--- src/rtl/hex_timer_top.sv ---
// Free-running 24-hour HH:MM:SS clock: prescaler to a 1 Hz tick, cascaded BCD
// digit counters and six active-low seven-segment decoders.
`timescale 1ns/1ps

module hex_timer_top #(
    parameter int CLOCK_FREQ = 50_000_000
) (
    input  logic       clk,
    input  logic       rst_n,
    output logic [6:0] o_HEX0,
    output logic [6:0] o_HEX1,
    output logic [6:0] o_HEX2,
    output logic [6:0] o_HEX3,
    output logic [6:0] o_HEX4,
    output logic [6:0] o_HEX5
);

    localparam int PW = (CLOCK_FREQ > 1) ? $clog2(CLOCK_FREQ) : 1;
    localparam logic [PW-1:0] PRESCALE_LAST = PW'(CLOCK_FREQ - 1);

    logic [PW-1:0] prescaler;
    logic          tick;

    logic [3:0] s0, s1, m0, m1, h0, h1;
    logic       carry_s0, carry_s1, carry_m0, carry_m1;
    logic       last_hour;

    always_ff @(posedge clk or negedge rst_n) begin
        if (!rst_n) begin
            prescaler <= '0;
        end else if (tick) begin
            prescaler <= '0;
        end else begin
            prescaler <= prescaler + PW'(1);
        end
    end

    assign tick = (prescaler == PRESCALE_LAST);

    // Carries are combinational so a full rollover lands on one edge.
    assign carry_s0  = tick     && (s0 == 4'd9);
    assign carry_s1  = carry_s0 && (s1 == 4'd5);
    assign carry_m0  = carry_s1 && (m0 == 4'd9);
    assign carry_m1  = carry_m0 && (m1 == 4'd5);
    assign last_hour = (h1 == 4'd2) && (h0 == 4'd3);

    always_ff @(posedge clk or negedge rst_n) begin
        if (!rst_n) begin
            s0 <= 4'd0;
            s1 <= 4'd0;
        end else begin
            if (tick) begin
                s0 <= carry_s0 ? 4'd0 : s0 + 4'd1;
            end
            if (carry_s0) begin
                s1 <= carry_s1 ? 4'd0 : s1 + 4'd1;
            end
        end
    end

    always_ff @(posedge clk or negedge rst_n) begin
        if (!rst_n) begin
            m0 <= 4'd0;
            m1 <= 4'd0;
        end else begin
            if (carry_s1) begin
                m0 <= carry_m0 ? 4'd0 : m0 + 4'd1;
            end
            if (carry_m0) begin
                m1 <= carry_m1 ? 4'd0 : m1 + 4'd1;
            end
        end
    end

    // Hours wrap at 23 rather than at a digit boundary.
    always_ff @(posedge clk or negedge rst_n) begin
        if (!rst_n) begin
            h0 <= 4'd0;
            h1 <= 4'd0;
        end else if (carry_m1) begin
            if (last_hour) begin
                h0 <= 4'd0;
                h1 <= 4'd0;
            end else if (h0 == 4'd9) begin
                h0 <= 4'd0;
                h1 <= h1 + 4'd1;
            end else begin
                h0 <= h0 + 4'd1;
            end
        end
    end

    // Active-low segments, bit0 = a ... bit6 = g.
    function automatic logic [6:0] seg_decode(input logic [3:0] digit);
        logic [6:0] seg;
        seg = 7'h7F;
        case (digit)
            4'd0:    seg = 7'h40;
            4'd1:    seg = 7'h79;
            4'd2:    seg = 7'h24;
            4'd3:    seg = 7'h30;
            4'd4:    seg = 7'h19;
            4'd5:    seg = 7'h12;
            4'd6:    seg = 7'h02;
            4'd7:    seg = 7'h78;
            4'd8:    seg = 7'h00;
            4'd9:    seg = 7'h10;
            default: seg = 7'h7F;
        endcase
        return seg;
    endfunction

    assign o_HEX0 = seg_decode(s0);
    assign o_HEX1 = seg_decode(s1);
    assign o_HEX2 = seg_decode(m0);
    assign o_HEX3 = seg_decode(m1);
    assign o_HEX4 = seg_decode(h0);
    assign o_HEX5 = seg_decode(h1);

endmodule

--- config.mk ---
export PLATFORM = sky130hd
export DESIGN_NAME = hex_timer_top
export DESIGN_NICKNAME = d
export VERILOG_FILES = /design/src/rtl/hex_timer_top.sv
export SDC_FILE = /design/constraint.sdc
export NUM_CORES = 1
export LEC_CHECK = 0
export BUFFER_PORTS_ARGS = -buffer_cell sky130_fd_sc_hd__buf_2
export CORE_AREA = 2 2 81 83
export CTS_BUF_LIST = sky130_fd_sc_hd__clkbuf_2
export CTS_CLUSTER_SIZE = 24
export DETAILED_ROUTE_END_ITERATION = 6
export DIE_AREA = 0 0 83 85
export PLACE_DENSITY = 0.8
export SYNTH_ARGS = -nofsm -noshare
export SYNTH_HDL_FRONTEND = slang
export SYNTH_SLANG_ARGS = --single-unit
--- constraint.sdc ---
create_clock -name clk -period 3.5 [get_ports clk]
set_input_delay 0.175 -clock clk [delete_from_list [all_inputs] [get_ports clk]]
set_output_delay 0.175 -clock clk [all_outputs]
set_load 0.02 [all_outputs]
==> run_results.csv, run 1 <==
group,metric,value,unit
clock_tree,cts_htree_levels,2,
synthesis,yosys.area_share.adder,0.107,
synthesis,post_synth_most_frequent_cells,"50 x sky130_fd_sc_hd__dfrtp_1, 47 x sky130_fd_sc_hd__nor2_1, 45 x sky130_fd_sc_hd__nand2_1, 34 x sky130_fd_sc_hd__a21oi_1, 32 x sky130_fd_sc_hd__o21ai_0",
timing,unrepaired_setup_endpoints_after_global_routing,"no",
synthesis,synthDistinctLibCells,43,
place,dp_hpwl,5.58,mm
critical_path,critPathArrivalTime,2.93,ns
drt,first_iter_violations,223,
grt,total_congestion_overflow,0,
synthesis,synth.area.mux_share,0.0378,
run,max-cap-violations,0,
critical_path,cell_chain_of_the_critical_path,"inv_1, ha_1, nand3b_1, or2_2, nor4_4, nand3_1, mux2_2",
finish,multi_input_area,2190,µm²
synthesis,post_synth_xor_area_fraction,0.0558,
grt,grt_util_all_layers,0.216,
grt,first_global_vias,3037,
synthesis,synth-warning-count,0,
finish,finish.cell_count_without_fillers,546,
synthesis,postSynth.topFlopCell,"sky130_fd_sc_hd__dfrtp_1",
synthesis,synth.most_common_cell,"sky130_fd_sc_hd__dfrtp_1",
clock_tree,tritoncts_num_sinks,50,
drt,routed-via-count,3141,
critical_path,cp_slowest_cell,"sky130_fd_sc_hd__nor4_4",
timing,setup_ws,0.914,ns
synthesis,synth-edff-count,0,
finish,syn2layout_area_growth,8.39,%
run_status,outcome,"complete, no violations",
clock_tree,clock_path_buffers,2,
critical_path,worstSetupPathDepth,7,
drt,firstDrtPassIters,4,
timing,timing.final.setup_violations,0,
timing,fin_skew,0.0254,ns
finish,drive_above_1_share,0.145,
grt,grt_pass1_wl,13.0,mm
floorplanning,fp.dieArea,7060,µm²
critical_path,cpLargestDelayFamily,"simple AND/OR/NAND/NOR gates",
synthesis,postSynth.asyncResetShare,1.00,
critical_path,ff2ff_path_depth,7,
timing,max_clock_freq,387,MHz
grt,grt_start_max_net_pins,27,
synthesis,post-synth-top-area-fraction,0.347,
grt,grt_antenna_before_repair,0,
pwr,power-per-cell-area,204,nW/µm²
floorplanning,die_w,83,µm
drt,vias_per_cell,5.75,
timing,max-slew-margin-rel,0.558,
critical_path,cp_max_stage_delay,0.54,ns
drt,drt-wirelength-per-cell,13.5,µm
synthesis,synth_simple_gate_area_share,0.288,
critical_path,cp-end-kind,"flop",
synthesis,post_synth_main_area_contributors,"sky130_fd_sc_hd__dfrtp_1 35%, sky130_fd_sc_hd__ha_1 11%, sky130_fd_sc_hd__nor2_1 4.9%",
worst_hold_path,holdCritPathClass,"in2async",
timing,fin_crit_sh,0.739,
drt,total_wire_length_after_detailed_routing,7.38,mm
critical_path,cp-start-kind,"flop",
synthesis,synth_top_cell_by_area,"sky130_fd_sc_hd__dfrtp_1",
clock_tree,post-cts-setup-buffers,0,
timing,period_needed,2.59,ns
timing,fin_tns_setup,0,ns
timing,hold_viol_final,0,
finish,nets,503,
floorplanning,row_count,29,
critical_path,cp_num_buf_inv,1,
floorplanning,floorplan.initialDensity,0.582,
drt,post-route-drc-count,0,
finish,n_fill_cell,517,
place,port-buffer-count,43,
critical_path,timing.critical_path.fanout_max,13,
synthesis,synth-compound-area-share,0.118,
clock_tree,clk-insertion-delay-late,0.42,ns
synthesis,netlist_instances,433,
place,numPlacedInstances,539,
synthesis,synth_top_family_by_area,"simple AND/OR/NAND/NOR gates",
pwr,vdd_ir_drop_max,0.166,mV
clock_tree,clkSlewWorstSetupHoldPaths,0.23,ns
pwr,static-leakage-power,1.98,nW
synthesis,postSynthAreaPerCell,8.33,µm²
clock_tree,clock_tree_from_tritoncts,"yes",
timing,tightest_slew,0.658,ns
finish,antenna_cells,0,
place,place_congestion,0.894,
synthesis,synth_sequential_area_ratio,0.347,
timing,slew_violations,0,
floorplanning,core_ar,6200,µm²
synthesis,yosys_register_bits,50,
synthesis,post_synth_instance_area,3610,µm²
finish,sequential_standard_cell_area,1250,µm²
critical_path,timing.critical_path.required,3.84,ns
floorplanning,design.portCount,44,
synthesis,synth_fp_nets,466,
clock_tree,cts-buffers-inserted,5,
drt,detail-route-antenna-nets,0,
critical_path,critPathKind,"reg2reg",
place,detailedPlace.worstSlack,0.940,ns
floorplanning,y_dimension_of_the_die,85,µm
clock_tree,cts-root-buf,"sky130_fd_sc_hd__clkbuf_2",
[metal layers]
metal / routed length, µm / track usage
met1: 3400 / 0.273
met2: 3730 / 0.386
met3: 176 / 0.0340
met4: 78 / 0.0581
met5: 0 / 0
[area by class of cell]
class / count / share of cell area
clock buffer: 5 / 0.00640
clock inverter: 1 / 0.000960
inverter: 27 / 0.0259
multi-input combinational: 340 / 0.561
sequential: 50 / 0.320
tap: 77 / 0.0246
timing repair buffer: 46 / 0.0614
[what timing repair did]
item                      4_1_cts  5_1_grt
gates resized for setup         0        0
hold buffers                    1        0
hold endpoints to repair       24        0
[per-stage QoR]
stage / instance area (µm²) / hold slack (ns) / utilization / total power, W
floorplan: 3610 / -0.121 / - / 0.000589
global placement: 3870 / 0.193 / 0.624 / 0.000601
detailed placement: 3870 / 0.206 / 0.624 / 0.000602
CTS: 3910 / 0.245 / 0.630 / 0.000806
global route: 3910 / 0.270 / 0.630 / 0.000828
finish: 3910 / 0.241 / 0.630 / 0.000798
[cell usage in the layout (no fill, tap or decap), types with 4 or more instances in the layout]
cell and count:
sky130_fd_sc_hd__dfrtp_1 50, sky130_fd_sc_hd__nor2_1 47, sky130_fd_sc_hd__nand2_1 45, sky130_fd_sc_hd__buf_2 43
sky130_fd_sc_hd__a21oi_1 34, sky130_fd_sc_hd__o21ai_0 32, sky130_fd_sc_hd__ha_1 31, sky130_fd_sc_hd__inv_1 27
sky130_fd_sc_hd__nand3_1 19, sky130_fd_sc_hd__nand4_1 13, sky130_fd_sc_hd__xnor2_1 12, sky130_fd_sc_hd__xor2_1 11
sky130_fd_sc_hd__nor3_1 10, sky130_fd_sc_hd__nand2b_1 9, sky130_fd_sc_hd__mux2i_1 8, sky130_fd_sc_hd__and3_1 7
sky130_fd_sc_hd__or2_2 7, sky130_fd_sc_hd__a31oi_1 5, sky130_fd_sc_hd__clkbuf_2 5, sky130_fd_sc_hd__mux2_2 4
sky130_fd_sc_hd__and4_1 4, sky130_fd_sc_hd__and2_1 4, sky130_fd_sc_hd__nor2b_1 4, sky130_fd_sc_hd__nand3b_1 4
[final timing paths]
kind	start	to	slack, ns
min in group clk	prescaler[6]$_DFF_PN0_	prescaler[6]$_DFF_PN0_	0.51
worst min-delay path	rst_n	s1[1]$_DFFE_PN0P_	0.24
worst max register to register	s0[1]$_DFFE_PN0N_	h0[2]$_DFFE_PN0P_	0.91
worst min register to register	prescaler[6]$_DFF_PN0_	prescaler[6]$_DFF_PN0_	0.51
max in group asynchronous	rst_n	s0[0]$_DFFE_PN0N_	2.49
worst max-delay path	s0[1]$_DFFE_PN0N_	h0[2]$_DFFE_PN0P_	0.91
[sequential cells by signal, indices dropped and copies added, names as in the netlist]
name and count:
s0 4, h0 4, m0 4, m1 4, h1 4, prescaler 26, s1 4
[report_power, final]
part / total [W] / internal, W / switching (W)
Sequential: 0.000579 / 0.000579 / 0
Combinational: 0.0000129 / 0.00000184 / 0.0000111
Clock: 0.000206 / 0.0000397 / 0.000167
Total: 0.000798 / 0.000620 / 0.000178
[cell families (layout without fill, tap and decap cells)]
| group | after synthesis | in the layout |
|---|---|---|
| muxes | 13 | 13 |
| DFF | 50 | 50 |
| xor gates and xnor gates | 23 | 23 |
| and+or+nand+nor | 193 | 193 |
| buffers and inverters | 43 | 79 |
| AOI/OAI and AO/OA | 80 | 80 |
| adders and majority gates | 31 | 31 |
No activity file was read; power rests on OpenSTA's default activity.
==> inputs of run 2 (changes only) <==
--- a/config.mk
+++ b/config.mk
@@ -6,12 +6,12 @@
 export NUM_CORES = 1
 export LEC_CHECK = 0
 export BUFFER_PORTS_ARGS = -buffer_cell sky130_fd_sc_hd__buf_2
-export CORE_AREA = 2 2 81 83
+export CORE_AREA = 2 2 84 86
 export CTS_BUF_LIST = sky130_fd_sc_hd__clkbuf_2
 export CTS_CLUSTER_SIZE = 24
 export DETAILED_ROUTE_END_ITERATION = 6
-export DIE_AREA = 0 0 83 85
-export PLACE_DENSITY = 0.8
+export DIE_AREA = 0 0 86 88
+export PLACE_DENSITY = 0.78
 export SYNTH_ARGS = -nofsm -noshare
 export SYNTH_HDL_FRONTEND = slang
 export SYNTH_SLANG_ARGS = --single-unit
==> constraint.sdc (replaced) <==
create_clock -name clk -period 2.2 [get_ports clk]
set_input_delay 0.11 -clock clk [delete_from_list [all_inputs] [get_ports clk]]
set_output_delay 0.11 -clock clk [all_outputs]
set_load 0.02 [all_outputs]
==> run 2 against run 1 <==
Die area increased by 7.3%; register-to-register slack got worse by 0.86 ns; via count increased by 3.0%; global-route usage increased by 0.39 points; clock-buffer cell count unchanged; first-iteration DRC count decreased by 22%; sequential cell count unchanged; fmax increased by 20%; sequential share of layout area decreased by 2.5 points; critical path type unchanged; largest cell class unchanged; highest routed layer unchanged.
==> run_results.csv, run 2 (same netlist as run 1, synthesis figures left out) <==
group,metric,value,unit
timing,max_clock_freq,465,MHz
floorplanning,design.portCount,44,
grt,grt_start_max_net_pins,51,
floorplanning,row_count,30,
critical_path,cp_slowest_cell,"sky130_fd_sc_hd__dfrtp_1",
place,dp_hpwl,5.82,mm
critical_path,critPathKind,"reg2reg",
worst_hold_path,holdCritPathClass,"in2async",
floorplanning,fp.dieArea,7570,µm²
critical_path,cp-start-kind,"flop",
clock_tree,cts-root-buf,"sky130_fd_sc_hd__clkbuf_2",
critical_path,crit_top_cell,"sky130_fd_sc_hd__buf_4",
critical_path,cell_chain_of_the_critical_path,"buf_4, nor4b_2, nand4_1, nor4_4, buf_4, nand3_1, mux2_2",
critical_path,timing.critical_path.required,2.56,ns
critical_path,timing.critical_path.fanout_max,5,
critical_path,cp-end-kind,"flop",
drt,top_signal_layer_used,"met4",
grt,grt_antenna_before_repair,0,
grt,total_congestion_overflow,0,
drt,first_iter_violations,173,
timing,hold_viol_final,0,
timing,max-slew-margin-rel,0.635,
place,place_congestion,0.848,
drt,drt-wirelength-per-cell,13.5,µm
drt,firstDrtPassIters,4,
grt,grt_util_all_layers,0.220,
floorplanning,core_ar,6640,µm²
clock_tree,clk-insertion-delay-late,0.44,ns
place,port-buffer-count,43,
grt,grt_pass1_wl,13.6,mm
critical_path,cp_max_stage_delay,0.44,ns
finish,drive_above_1_share,0.215,
finish,syn2layout_area_growth,18.1,%
clock_tree,tritoncts_num_sinks,50,
run_status,outcome,"complete, no violations",
finish,antenna_cells,0,
finish,finish.cell_count_without_fillers,582,
clock_tree,clock_tree_from_tritoncts,"yes",
drt,drt-met1-wl,3.50,mm
clock_tree,cts_htree_levels,2,
drt,routed-via-count,3235,
pwr,static-leakage-power,2.17,nW
timing,slew_violations,0,
drt,detail-route-antenna-nets,0,
place,numPlacedInstances,566,
finish,regMostFlops,"prescaler",
drt,routed-wl-met3,264,µm
floorplanning,floorplan.initialDensity,0.543,
timing,period_needed,2.15,ns
timing,tightest_slew,0.545,ns
floorplanning,y_dimension_of_the_die,88,µm
drt,route.met2.wl,3.98,mm
finish,most-common-layout-cells,"47 x sky130_fd_sc_hd__nor2_1, 47 x sky130_fd_sc_hd__dfrtp_1, 45 x sky130_fd_sc_hd__nand2_1",
drt,vias_per_cell,5.56,
clock_tree,cts-buffers-inserted,5,
timing,fin_crit_sh,0.977,
clock_tree,clkSlewWorstSetupHoldPaths,0.26,ns
critical_path,critPathArrivalTime,2.51,ns
pwr,vdd_ir_drop_max,0.278,mV
drt,total_wire_length_after_detailed_routing,7.85,mm
drt,post-route-drc-count,0,
timing,fin_skew,0.0229,ns
timing,timing.final.setup_violations,0,
clock_tree,clock_path_buffers,2,
grt,first_global_vias,3038,
floorplanning,die_w,86,µm
timing,finalHoldWorstSlack,0.121,ns
pwr,power-per-cell-area,363,nW/µm²
finish,largest_register_ff_count,26,
run,max-cap-violations,0,
finish,nets,534,
-- run 2: changes by cell type in the layout (fill, tap and decap cells not counted), moves of 2 or more --
cell	delta
sky130_fd_sc_hd__bufinv_16	+2
sky130_fd_sc_hd__buf_4	+29
sky130_fd_sc_hd__dfrtp_2	+3
sky130_fd_sc_hd__dfrtp_1	-3
sky130_fd_sc_hd__buf_12	+2
-- run 2: final timing paths --
path                                    startpoint                       to  slack (ns)  cells past startpoint
hold reg to reg            prescaler[10]$_DFF_PN0_  prescaler[10]$_DFF_PN0_        0.51                      1
hold / removal                               rst_n  prescaler[20]$_DFF_PN0_        0.12                      3
min in group clk           prescaler[10]$_DFF_PN0_  prescaler[10]$_DFF_PN0_        0.51                      1
max in group asynchronous                    rst_n  prescaler[15]$_DFF_PN0_        1.81                      3
setup reg to reg            prescaler[8]$_DFF_PN0_        h0[2]$_DFFE_PN0P_        0.05                      7
setup / recovery            prescaler[8]$_DFF_PN0_        h0[2]$_DFFE_PN0P_        0.05                      7
-- run 2: metal layers --
layer	global-route usage	vias up
met5	0	-
met4	0.0505	0
met3	0.0283	12
met2	0.385	59
met1	0.292	1533
li1	-	1631
-- run 2: cell type report --
type,instances,area [µm²]
clock buffers,5,25.0
clock inverters,3,68.8
fillers,538,2380
inverters,27,101
multi-input cells,340,2210
flip-flops and latches,50,1250
well taps,80,100
repair buffers,77,498
-- run 2: worst max-delay path: cells and delay by family (launching register included) --
kind | cells | cell delay, ns
simple gates | 4 | 1.04
flops | 1 | 0.44
buf+inv | 2 | 0.33
mux | 1 | 0.27
-- run 2: per-stage QoR --
stage	power, W	setup slack, ns	instance area, µm²	util	TNS [ns]
finish	0.00155	0.0501	4260	0.641	0
global route	0.00162	-0.108	4260	0.641	-0.422
CTS	0.00157	0.0379	4190	0.630	0
detailed placement	0.000960	-0.00167	4080	0.614	-0.00167
global placement	0.000960	0.0524	4080	0.614	0
floorplan	0.000937	0.0756	3610	-	0
-- run 2: timing repair --
action | in CTS | in global routing
hold endpoints to repair | 50 | 0
setup buffers | 0 | 7
gates resized for setup | 0 | 7
pin swaps | 1 | 2
setup endpoints to repair | 1 | 19
hold buffers | 1 | 0
-- run 2: report_power, final --
| group | leakage, nW | total, W | switching [W] | internal [W] |
|---|---|---|---|---|
| logic | 1.44 | 0.0000234 | 0.0000178 | 0.00000556 |
| registers | 0.679 | 0.000921 | 0 | 0.000921 |
| clock network | 0.0532 | 0.000603 | 0.000296 | 0.000308 |
